### src/rtl/log_capture_ctrl_if.sv
`default_nettype none
// ============================================================================
// Module  : log_capture_ctrl_if
// Brief   : Register-file / DSP / BRAM signal bundle for the log capture ctrl
// Revision: 1.0
// ============================================================================
interface log_capture_ctrl_if #(
    parameter int N_ADDR = 10,
    parameter int DATA_W = 22,
    parameter int DEC_W  = 4
);
    logic              i_run_log;
    logic              i_read_log;
    logic [N_ADDR-1:0] i_addr_log_to_mem;
    logic [DATA_W-1:0] i_data;
    logic              i_data_valid;
    logic [DEC_W-1:0]  i_decim;
    logic [DATA_W-1:0] i_mem_dout;
    logic [N_ADDR-1:0] o_mem_addr;
    logic [DATA_W-1:0] o_mem_din;
    logic              o_mem_we;
    logic              o_mem_regce;
    logic [DATA_W-1:0] o_data_log;
    logic              o_rd_valid;
    logic              o_mem_full;
    logic              o_busy;

    modport slave (
        input  i_run_log, i_read_log, i_addr_log_to_mem, i_data, i_data_valid,
               i_decim, i_mem_dout,
        output o_mem_addr, o_mem_din, o_mem_we, o_mem_regce, o_data_log,
               o_rd_valid, o_mem_full, o_busy
    );

    modport master (
        output i_run_log, i_read_log, i_addr_log_to_mem, i_data, i_data_valid,
               i_decim, i_mem_dout,
        input  o_mem_addr, o_mem_din, o_mem_we, o_mem_regce, o_data_log,
               o_rd_valid, o_mem_full, o_busy
    );
endinterface
`default_nettype wire

### src/rtl/log_capture_ctrl.sv
`default_nettype none
// ============================================================================
// Module  : log_capture_ctrl
// Brief   : Decimating capture of {fir_Q,fir_I} into Memlog BRAM + read-back
// Revision: 1.0
// ============================================================================
module log_capture_ctrl #(
    parameter int N_ADDR = 10,
    parameter int DATA_W = 22,
    parameter int DEC_W  = 4,
    parameter int RD_LAT = 2
) (
    input  wire logic         clock,
    input  wire logic         i_reset,
    log_capture_ctrl_if.slave bus
);
    localparam int                 c_CNT_W     = $clog2(RD_LAT + 2);
    localparam logic [N_ADDR-1:0]  c_WPTR_LAST = {N_ADDR{1'b1}};
    localparam logic [c_CNT_W-1:0] c_CNT_CAP   = c_CNT_W'(RD_LAT);

    typedef enum logic [1:0] {
        S_IDLE = 2'd0,
        S_LOG  = 2'd1,
        S_FULL = 2'd2,
        S_READ = 2'd3
    } state_t;

    state_t             r_state, w_state_nxt;
    logic               r_run_q;
    logic [N_ADDR-1:0]  r_wptr;
    logic [DEC_W-1:0]   r_dcnt, r_dec;
    logic [N_ADDR-1:0]  r_mem_addr;
    logic [DATA_W-1:0]  r_mem_din, r_data_log;
    logic               r_mem_we, r_mem_full, r_rd_valid;
    logic [c_CNT_W-1:0] r_cnt;
    logic               w_run_start, w_start, w_wr, w_addr_chg;

    assign w_run_start = bus.i_run_log & ~r_run_q;

    always_comb begin
        w_state_nxt = r_state;
        w_start     = 1'b0;
        w_wr        = 1'b0;
        case (r_state)
            S_IDLE, S_FULL: begin
                if (w_run_start) begin
                    w_state_nxt = S_LOG;
                    w_start     = 1'b1;
                end else if (bus.i_read_log) begin
                    w_state_nxt = S_READ;
                end
            end
            S_LOG: begin
                // A new run edge restarts the capture and drops this cycle's sample
                if (w_run_start) begin
                    w_start = 1'b1;
                end else if (bus.i_data_valid && (r_dcnt == '0)) begin
                    w_wr = 1'b1;
                    if (r_wptr == c_WPTR_LAST) w_state_nxt = S_FULL;
                end
            end
            S_READ: begin
                if (!bus.i_read_log) w_state_nxt = r_mem_full ? S_FULL : S_IDLE;
            end
            default: w_state_nxt = S_IDLE;
        endcase
    end

    assign w_addr_chg = (w_state_nxt == S_READ) && (bus.i_addr_log_to_mem != r_mem_addr);

    always_ff @(posedge clock or posedge i_reset) begin
        if (i_reset) r_state <= S_IDLE;
        else         r_state <= w_state_nxt;
    end

    always_ff @(posedge clock or posedge i_reset) begin
        if (i_reset) begin
            r_run_q    <= 1'b0;
            r_wptr     <= '0;
            r_dcnt     <= '0;
            r_dec      <= '0;
            r_mem_addr <= '0;
            r_mem_din  <= '0;
            r_mem_we   <= 1'b0;
            r_mem_full <= 1'b0;
            r_data_log <= '0;
            r_rd_valid <= 1'b0;
            r_cnt      <= '0;
        end else begin
            r_run_q  <= bus.i_run_log;
            r_mem_we <= w_wr;
            if (w_start) begin
                r_wptr     <= '0;
                r_dcnt     <= '0;
                r_dec      <= bus.i_decim;
                r_mem_full <= 1'b0;
            end else begin
                // Sample 0 of each group of (dec+1) valid samples is stored
                if (r_state == S_LOG && bus.i_data_valid)
                    r_dcnt <= (r_dcnt == r_dec) ? '0 : r_dcnt + 1'b1;
                if (w_wr) r_wptr <= r_wptr + 1'b1;
                if (r_state == S_FULL) r_mem_full <= 1'b1;
            end
            if (w_wr) begin
                r_mem_addr <= r_wptr;
                r_mem_din  <= bus.i_data;
            end else if (w_state_nxt == S_READ) begin
                r_mem_addr <= bus.i_addr_log_to_mem;
            end
            // Read-back: count cycles since the BRAM address settled, capture at RD_LAT
            if (r_state != S_READ || w_state_nxt != S_READ || w_addr_chg) begin
                r_cnt      <= '0;
                r_rd_valid <= 1'b0;
            end else if (r_cnt == c_CNT_CAP) begin
                r_data_log <= bus.i_mem_dout;
                r_rd_valid <= 1'b1;
                r_cnt      <= r_cnt + 1'b1;
            end else if (r_cnt < c_CNT_CAP) begin
                r_cnt <= r_cnt + 1'b1;
            end
        end
    end

    assign bus.o_mem_addr  = r_mem_addr;
    assign bus.o_mem_din   = r_mem_din;
    assign bus.o_mem_we    = r_mem_we;
    assign bus.o_mem_regce = (r_state == S_READ);
    assign bus.o_data_log  = r_data_log;
    assign bus.o_rd_valid  = r_rd_valid;
    assign bus.o_mem_full  = r_mem_full;
    assign bus.o_busy      = (r_state == S_LOG);
endmodule
`default_nettype wire

### src/flat_wrapper.sv
// flat-port wrapper written by rule: the top's interface ports become plain ports
module log_capture_ctrl_flat 
#(
    parameter int N_ADDR = 10,
    parameter int DATA_W = 22,
    parameter int DEC_W  = 4,
    parameter int RD_LAT = 2
)
  (clock, i_reset, bus_i_run_log, bus_i_read_log, bus_i_addr_log_to_mem, bus_i_data, bus_i_data_valid, bus_i_decim, bus_i_mem_dout, bus_o_mem_addr, bus_o_mem_din, bus_o_mem_we, bus_o_mem_regce, bus_o_data_log, bus_o_rd_valid, bus_o_mem_full, bus_o_busy);
  log_capture_ctrl_if #(.N_ADDR(N_ADDR), .DATA_W(DATA_W), .DEC_W(DEC_W)) bus_i ();
  input  wire logic clock;
  input  wire logic i_reset;
  input wire logic [$bits(bus_i.i_run_log)-1:0] bus_i_run_log;
  input wire logic [$bits(bus_i.i_read_log)-1:0] bus_i_read_log;
  input wire logic [$bits(bus_i.i_addr_log_to_mem)-1:0] bus_i_addr_log_to_mem;
  input wire logic [$bits(bus_i.i_data)-1:0] bus_i_data;
  input wire logic [$bits(bus_i.i_data_valid)-1:0] bus_i_data_valid;
  input wire logic [$bits(bus_i.i_decim)-1:0] bus_i_decim;
  input wire logic [$bits(bus_i.i_mem_dout)-1:0] bus_i_mem_dout;
  output wire logic [$bits(bus_i.o_mem_addr)-1:0] bus_o_mem_addr;
  output wire logic [$bits(bus_i.o_mem_din)-1:0] bus_o_mem_din;
  output wire logic [$bits(bus_i.o_mem_we)-1:0] bus_o_mem_we;
  output wire logic [$bits(bus_i.o_mem_regce)-1:0] bus_o_mem_regce;
  output wire logic [$bits(bus_i.o_data_log)-1:0] bus_o_data_log;
  output wire logic [$bits(bus_i.o_rd_valid)-1:0] bus_o_rd_valid;
  output wire logic [$bits(bus_i.o_mem_full)-1:0] bus_o_mem_full;
  output wire logic [$bits(bus_i.o_busy)-1:0] bus_o_busy;
  assign bus_i.i_run_log = bus_i_run_log;
  assign bus_i.i_read_log = bus_i_read_log;
  assign bus_i.i_addr_log_to_mem = bus_i_addr_log_to_mem;
  assign bus_i.i_data = bus_i_data;
  assign bus_i.i_data_valid = bus_i_data_valid;
  assign bus_i.i_decim = bus_i_decim;
  assign bus_i.i_mem_dout = bus_i_mem_dout;
  assign bus_o_mem_addr = bus_i.o_mem_addr;
  assign bus_o_mem_din = bus_i.o_mem_din;
  assign bus_o_mem_we = bus_i.o_mem_we;
  assign bus_o_mem_regce = bus_i.o_mem_regce;
  assign bus_o_data_log = bus_i.o_data_log;
  assign bus_o_rd_valid = bus_i.o_rd_valid;
  assign bus_o_mem_full = bus_i.o_mem_full;
  assign bus_o_busy = bus_i.o_busy;
  log_capture_ctrl #(.N_ADDR(N_ADDR), .DATA_W(DATA_W), .DEC_W(DEC_W), .RD_LAT(RD_LAT)) u_core (.clock(clock), .i_reset(i_reset), .bus(bus_i));
endmodule
### config.mk
export PLATFORM = sky130hd
export DESIGN_NAME = log_capture_ctrl_flat
export DESIGN_NICKNAME = d
export VERILOG_FILES = /design/src/rtl/log_capture_ctrl_if.sv /design/src/rtl/log_capture_ctrl.sv /design/src/flat_wrapper.sv
export SDC_FILE = /design/constraint.sdc
export NUM_CORES = 1
export LEC_CHECK = 0
export CAP_MARGIN = 15
export CORE_MARGIN = 4
export CORE_UTILIZATION = 48
export DETAILED_ROUTE_END_ITERATION = 6
export PLACE_DENSITY = 0.88
export SYNTH_ARGS = -nofsm -noshare
export SYNTH_HDL_FRONTEND = slang
export SYNTH_SLANG_ARGS = --single-unit
### constraint.sdc
create_clock -name clock -period 3.4 [get_ports clock]
set_input_delay 0.34 -clock clock [delete_from_list [all_inputs] [get_ports clock]]
set_output_delay 0.34 -clock clock [all_outputs]
set_load 0.005 [all_outputs]
==> impl_metrics.json, run 1 <==
{
  "status": "finished, final reports clean",
  "max_clock_freq_ghz": 0.416,
  "multiInputGateArea_um2": 1440,
  "synth_cell_types": 37,
  "floorplan.rows": 31,
  "tightest_slew_ps": 688,
  "wirelength_um": 8350,
  "dp_hpwl_um": 6300,
  "die_area_um2": 8820,
  "cts_setup_buffers": 0,
  "leakagePower_uw": 0.00237,
  "worst-path-buf-inv": 3,
  "power_uw": 3180,
  "synth_most_common_cell": "nand2_1",
  "p_clk_share_pct": 23.1,
  "crit_chain": "clkdlybuf4s50_1 > nor2b_1 > or3_1 > clkinv_1 > buf_4 > xnor2_1 > nor2_1",
  "slew_violations": 0,
  "ir_drop_mv": 0.351,
  "grt_first_pass_wirelength_um": 13800,
  "worst_r2r_endpoint": "u_core.r_wptr[7]$_DFFE_PP0P_",
  "fillCellCount": 533,
  "firstDrtPassIters": 6,
  "core_region_area_um2": 7210,
  "ant_nets": 0,
  "regArea_um2": 2000,
  "post-route-min-period_ps": 2410,
  "end_kind": "flop",
  "fin_crit_sh_pct": 70.8,
  "holdBufCountCts": 0,
  "cp_data_required_time_ps": 3610,
  "async_flop_share_pct": 100,
  "die_h_um": 93.9,
  "rrSetupSlack_ps": 1000,
  "ys_warn_count": 0,
  "power_per_cell_area_nw_per_um2": 624,
  "die_w_um": 93.9,
  "cp_slowest_cell": "or3_1",
  "synth_largest_area_cell": "dfrtp_1",
  "area_growth_pct": 43.9,
  "rsz0062_at_grt": "no",
  "syn_nets": 404,
  "grt_overflow": 0,
  "drt-initial-drc-count": 173,
  "start_util_pct": 49.1,
  "path_max_fanout": 23,
  "grt_max_degree": 64,
  "finalSetupViolCount": 0,
  "synth.avg_cell_area_um2": 10.5,
  "max_stage_delay_ps": 640,
  "clk_pin_slew_worst_paths_ps": 80,
  "synth_top_area_share_pct": 56.5,
  "crit_family": "simple AND/OR/NAND/NOR gates",
  "pwr-share-comb_pct": 33.4,
  "cts-buffers-inserted": 9,
  "routedWlPerCell_um": 14.8,
  "hold_viol": 0,
  "synth_area_leaders": "dfrtp_1 (56%), nand2_1 (10%), mux2_1 (6.4%), mux2i_1 (3.1%), xnor2_1 (2.7%)",
  "reg2regPathDepth": 6,
  "syn_area_um2": 3540,
  "clkSinkCount": 80,
  "synth-edff-count": 0,
  "cp.arrival_ps": 2610,
  "htreeDepth": 3,
  "cts-resized-gates": 0,
  "fin_tns_setup_ps": 0,
  "drcViolationCount": 0,
  "cts_tree": "built",
  "synth_commonest_cells": "nand2_1 (99), dfrtp_1 (80), mux2_1 (20)",
  "relSlewSlack_pct": 54.1,
  "viasPerCell": 5.07,
  "drv_cap": 0,
  "seqPwrFrac_pct": 43.5,
  "post_route_cells_drive_above_1_share_pct": 6.45,
  "hold_class": "primary input to async pin",
  "synthFlopType": "dfrtp_1",
  "fin_util_pct": 70.7,
  "start_kind": "primary input",
  "first_global_vias": 2947,
  "antenna_found_initial": 0,
  "track_usage_pct": 19.9,
  "synth_cells": 336,
  "crit_type": "primary input to flop",
  "r2r-start": "u_core.r_dcnt[0]$_DFFE_PP0P_",
  "numPortBuffers": 121,
  "ys_ff_latch": 80,
  "nets": 529,
  "gp_congestion": 0.819,
  "io_pins": 122,
  "worst_clock_skew_ps": 4.70,
  "cts_root_buffer": "clkbuf_8",
  "n_antenna_cell": 0,
  "swShare_pct": 29.7,
  "fin_area_um2": 5100,
  "vias": 2859,
  "placed_area_um2": 4860,
  "p_int_uw": 2240,
  "ys_seq_area_share_pct": 56.5,
  "clkLatencyLatePin_ps": 340,
  "p_switching_uw": 944,
  "cts_buffer_depth": 2
}
## power by group through the flow
stage	clock, uW	sequential (uW)	combinational, uW
3_5_place_dp	0	1400	1070
4_1_cts	756	1390	1070
3_3_place_gp	0	1390	1030
2_1_floorplan	0	1390	443
5_1_grt	797	1420	1180
6_report	736	1380	1060
## per-stage QoR
step / std cells / setup slack [ps] / hold WS, ps
5_1_grt: 564 / 795 / 215
6_report: 564 / 994 / 212
4_1_cts: 563 / 994 / 480
3_5_place_dp: 548 / 648 / 466
3_3_place_gp: 548 / 754 / 457
2_1_floorplan: 336 / 1010 / 371
## worst register-to-register path: cells and delay by family, from the launching register on
family,cells,cell delay (ps)
simple gates,3,1520
flops,1,420
fa+ha+maj,1,140
compound gates,1,140
buf+inv,1,100
## flip-flops by register name, indices dropped and copies added (netlist names)
register / flops
u_core.bus.o_data_log: 22
u_core.bus.o_mem_addr: 10
u_core.bus.o_mem_din: 22
u_core.bus.o_mem_full: 1
u_core.bus.o_mem_we: 1
u_core.bus.o_rd_valid: 1
u_core.r_cnt: 2
u_core.r_dcnt: 4
u_core.r_dec: 4
u_core.r_run_q: 1
u_core.r_state: 2
u_core.r_wptr: 10
## cell type report
| type | instances | share of cell area [%] |
|---|---|---|
| tap | 99 | 2.43 |
| timing repair buffer | 128 | 25.2 |
| inverter | 10 | 0.761 |
| clock inverter | 6 | 1.67 |
| multi-input combinational | 232 | 28.3 |
| sequential | 80 | 39.3 |
| clock buffer | 9 | 2.43 |
## per-layer routing
layer  track usage [%]  share of wire [%]  vias to the layer above
met5                 0                  0                        -
met4              8.30                1.5                        0
met3              4.41                7.7                       11
met2              32.8                 47                      125
met1              25.2                 43                     1344
li1                  -                  -                     1379
## cells by family after synthesis
logic type | Yosys count | synth area share, %
muxes | 34 | 10.4
xor gates and xnor gates | 19 | 4.70
DFF | 80 | 56.5
AOI/OAI and AO/OA | 32 | 5.51
buffers and inverters | 24 | 3.00
adders and majority gates | 5 | 1.77
and+or+nand+nor | 142 | 18.1
## worst max-delay path by stage
stage,startpoint,to,slack (ps),cells after the start
global placement,bus_i_run_log,u_core.r_wptr[0]$_DFFE_PP0P_,750,7
global route,bus_i_run_log,u_core.r_wptr[0]$_DFFE_PP0P_,790,7
CTS,bus_i_run_log,u_core.r_wptr[0]$_DFFE_PP0P_,990,7
floorplan,i_reset,u_core.bus.o_data_log[0]$_DFFE_PP0P_,1010,1
finish,bus_i_run_log,u_core.r_wptr[0]$_DFFE_PP0P_,990,7
detailed placement,bus_i_run_log,u_core.r_wptr[0]$_DFFE_PP0P_,650,7
## placed cells by master (no fill, tap or decap), drive strengths merged, types with 8 or more instances in the layout
cell           Yosys  final
inv                9      8
xor2               8      8
a21oi              8      8
clkbuf            11      9
nor2              10     10
o21ai             13     13
dfrtp             80     80
nand2             99     99
clkdlybuf4s50      0    121
mux2              23     23
xnor2             11     11
mux2i             11     11
No activity file was read; power rests on OpenSTA's default activity.
==> run 2, diff against run 1 <==
--- a/config.mk
+++ b/config.mk
@@ -7,9 +7,9 @@
 export LEC_CHECK = 0
 export CAP_MARGIN = 15
 export CORE_MARGIN = 4
-export CORE_UTILIZATION = 48
+export CORE_UTILIZATION = 41
 export DETAILED_ROUTE_END_ITERATION = 6
-export PLACE_DENSITY = 0.88
+export PLACE_DENSITY = 0.8
 export SYNTH_ARGS = -nofsm -noshare
 export SYNTH_HDL_FRONTEND = slang
 export SYNTH_SLANG_ARGS = --single-unit
==> constraint.sdc (replaced) <==
create_clock -name clock -period 2.05 [get_ports clock]
set_input_delay 0.205 -clock clock [delete_from_list [all_inputs] [get_ports clock]]
set_output_delay 0.205 -clock clock [all_outputs]
set_load 0.005 [all_outputs]
==> run 2 against run 1 <==
Sequential cell count stayed put. Routed wire length is 3.4% higher. Final cell count is 3.2% higher. First-iteration DRC count is 48% lower. Setup slack worse by 950 ps. Critical path depth is 2 lower. Global-route usage is 2.6 points lower. Sequential share of layout area is 1.1 points lower.
==> impl_metrics.json, run 2 (synthesis results as in run 1) <==
{
  "cts_root_buffer": "clkbuf_8",
  "nets": 540,
  "die_area_um2": 10200,
  "place_ws_ps": -202,
  "viasPerCell": 4.98,
  "first_global_vias": 2945,
  "htreeDepth": 3,
  "vias": 2901,
  "ir_drop_mv": 0.504,
  "firstDrtPassIters": 4,
  "layout.cells.most_common": "clkdlybuf4s50_1",
  "crit_cells": 5,
  "wirelength_um": 8640,
  "ant_nets": 0,
  "crit_family": "simple AND/OR/NAND/NOR gates",
  "cp_slowest_cell": "or4_4",
  "fin_area_um2": 5260,
  "fin_tns_setup_ps": 0,
  "routedWlPerCell_um": 14.8,
  "worst-path-buf-inv": 1,
  "hold_viol": 0,
  "grt_overflow": 0,
  "worst_slack_ps": 47.2,
  "start_util_pct": 42.7,
  "p_int_uw": 3910,
  "pwr-share-comb_pct": 33.4,
  "drt-initial-drc-count": 90,
  "power_uw": 5530,
  "p_clk_share_pct": 25.2,
  "crit_chain": "xor2_1 > or4_4 > nor4_4 > buf_12 > mux2_1",
  "antenna_found_initial": 0,
  "hold_ws_ps": 319,
  "cts_setup_buffers": 0,
  "max_stage_delay_ps": 540,
  "end_kind": "flop",
  "drcViolationCount": 0,
  "status": "finished, final reports clean",
  "post-route-min-period_ps": 2000,
  "floorplan.rows": 33,
  "holdBufCountCts": 0,
  "core_region_area_um2": 8300,
  "cp.arrival_ps": 2220,
  "finalSetupViolCount": 0,
  "max_clock_freq_ghz": 0.499,
  "cp_data_required_time_ps": 2270,
  "cts-buffers-inserted": 9,
  "clkLatencyLatePin_ps": 350,
  "crit_type": "flop to flop",
  "track_usage_pct": 17.2,
  "n_antenna_cell": 0,
  "tightest_slew_ps": 552,
  "area_growth_pct": 48.3,
  "dp_hpwl_um": 6440,
  "rsz0062_at_grt": "yes",
  "start_kind": "flop",
  "cts_tree": "built",
  "leakagePower_uw": 0.00244,
  "die_h_um": 101,
  "reg2regPathDepth": 5,
  "hold_class": "primary input to async pin",
  "placed_area_um2": 5000,
  "fin_crit_sh_pct": 97.7,
  "grt_first_pass_wirelength_um": 13800,
  "drv_cap": 0,
  "die_w_um": 101,
  "grt_max_degree": 81,
  "worst_clock_skew_ps": 14.2,
  "relSlewSlack_pct": 62.8,
  "swShare_pct": 29.2,
  "rrSetupSlack_ps": 50,
  "clkSinkCount": 80,
  "io_pins": 122,
  "p_switching_uw": 1620,
  "power_per_cell_area_nw_per_um2": 1050,
  "numPortBuffers": 121,
  "clk_pin_slew_worst_paths_ps": 90,
  "final_cell_mix": "clkdlybuf4s50_1 (121), nand2_1 (99), dfrtp_1 (79)",
  "cts_buffer_depth": 2,
  "seqPwrFrac_pct": 41.4,
  "post_route_cells_drive_above_1_share_pct": 9.22,
  "slew_violations": 0,
  "gp_congestion": 0.772,
  "path_max_fanout": 22
}
==> run 2: cell types whose count changed in the layout (fill, tap and decap cells not counted), moves of 2 or more <==
cell / before / now
clkinv_2: 3 / 0
buf_4: 6 / 15
buf_12: 0 / 3
clkinv_4: 0 / 2
==> run 2: worst paths after layout <==
path / from / end
hold / removal: i_reset / u_core.bus.o_data_log[18]$_DFFE_PP0P_
min in group clock: bus_i_run_log / u_core.r_run_q$_DFF_PP0_
setup reg to reg: u_core.bus.o_mem_addr[3]$_DFFE_PP0P_ / u_core.bus.o_data_log[8]$_DFFE_PP0P_
max in group asynchronous: i_reset / u_core.r_state[0]$_DFF_PP0_
hold reg to reg: u_core.bus.o_mem_din[6]$_DFFE_PP0P_ / u_core.bus.o_mem_din[6]$_DFFE_PP0P_
setup / recovery: u_core.bus.o_mem_addr[3]$_DFFE_PP0P_ / u_core.bus.o_data_log[8]$_DFFE_PP0P_
==> run 2: repair_timing <==
item	CTS	global route
endpoints found under the setup margin	1	24
resized for setup	1	2
pin swaps	0	1
hold endpoints to repair	0	0
cloned	0	0
==> run 2: cell type report <==
cell class                 instances  area [um^2]
timing repair buffer             139         1380
inverter                          10         41.3
clock inverter                     6          116
fill                             683         3040
tap                              105          131
multi-input combinational        232         1450
sequential                        80         2000
clock buffer                      10          128
==> run 2: through the flow <==
| step | instances | util (%) |
|---|---|---|
| after floorplan | 336 | - |
| after global placement | 566 | 60.3 |
| after detailed placement | 566 | 60.3 |
| after CTS | 582 | 63.3 |
| after global routing | 582 | 63.3 |
| final | 582 | 63.3 |
==> run 2: per-layer routing <==
| metal | vias up | GRT usage, % | wire (um) |
|---|---|---|---|
| met4 | 0 | 7.26 | 176 |
| li1 | 1395 | - | - |
| met2 | 107 | 29.0 | 4120 |
| met3 | 17 | 4.29 | 724 |
| met1 | 1382 | 21.0 | 3620 |
| met5 | - | 0 | 0 |
==> run 2: worst min-delay path, cell delays in order <==
cell             delay [ps]
clkdlybuf4s50_1         440
clkinvlp_4              100
buf_12                  350
==> run 2: power by group through the flow <==
stage	clock [uW]	sequential (uW)	combinational, uW
floorplan	0	2310	735
global placement	0	2290	1810
detailed placement	0	2300	1870
CTS	1440	2290	1880
global route	1520	2340	2030
finish	1390	2290	1840
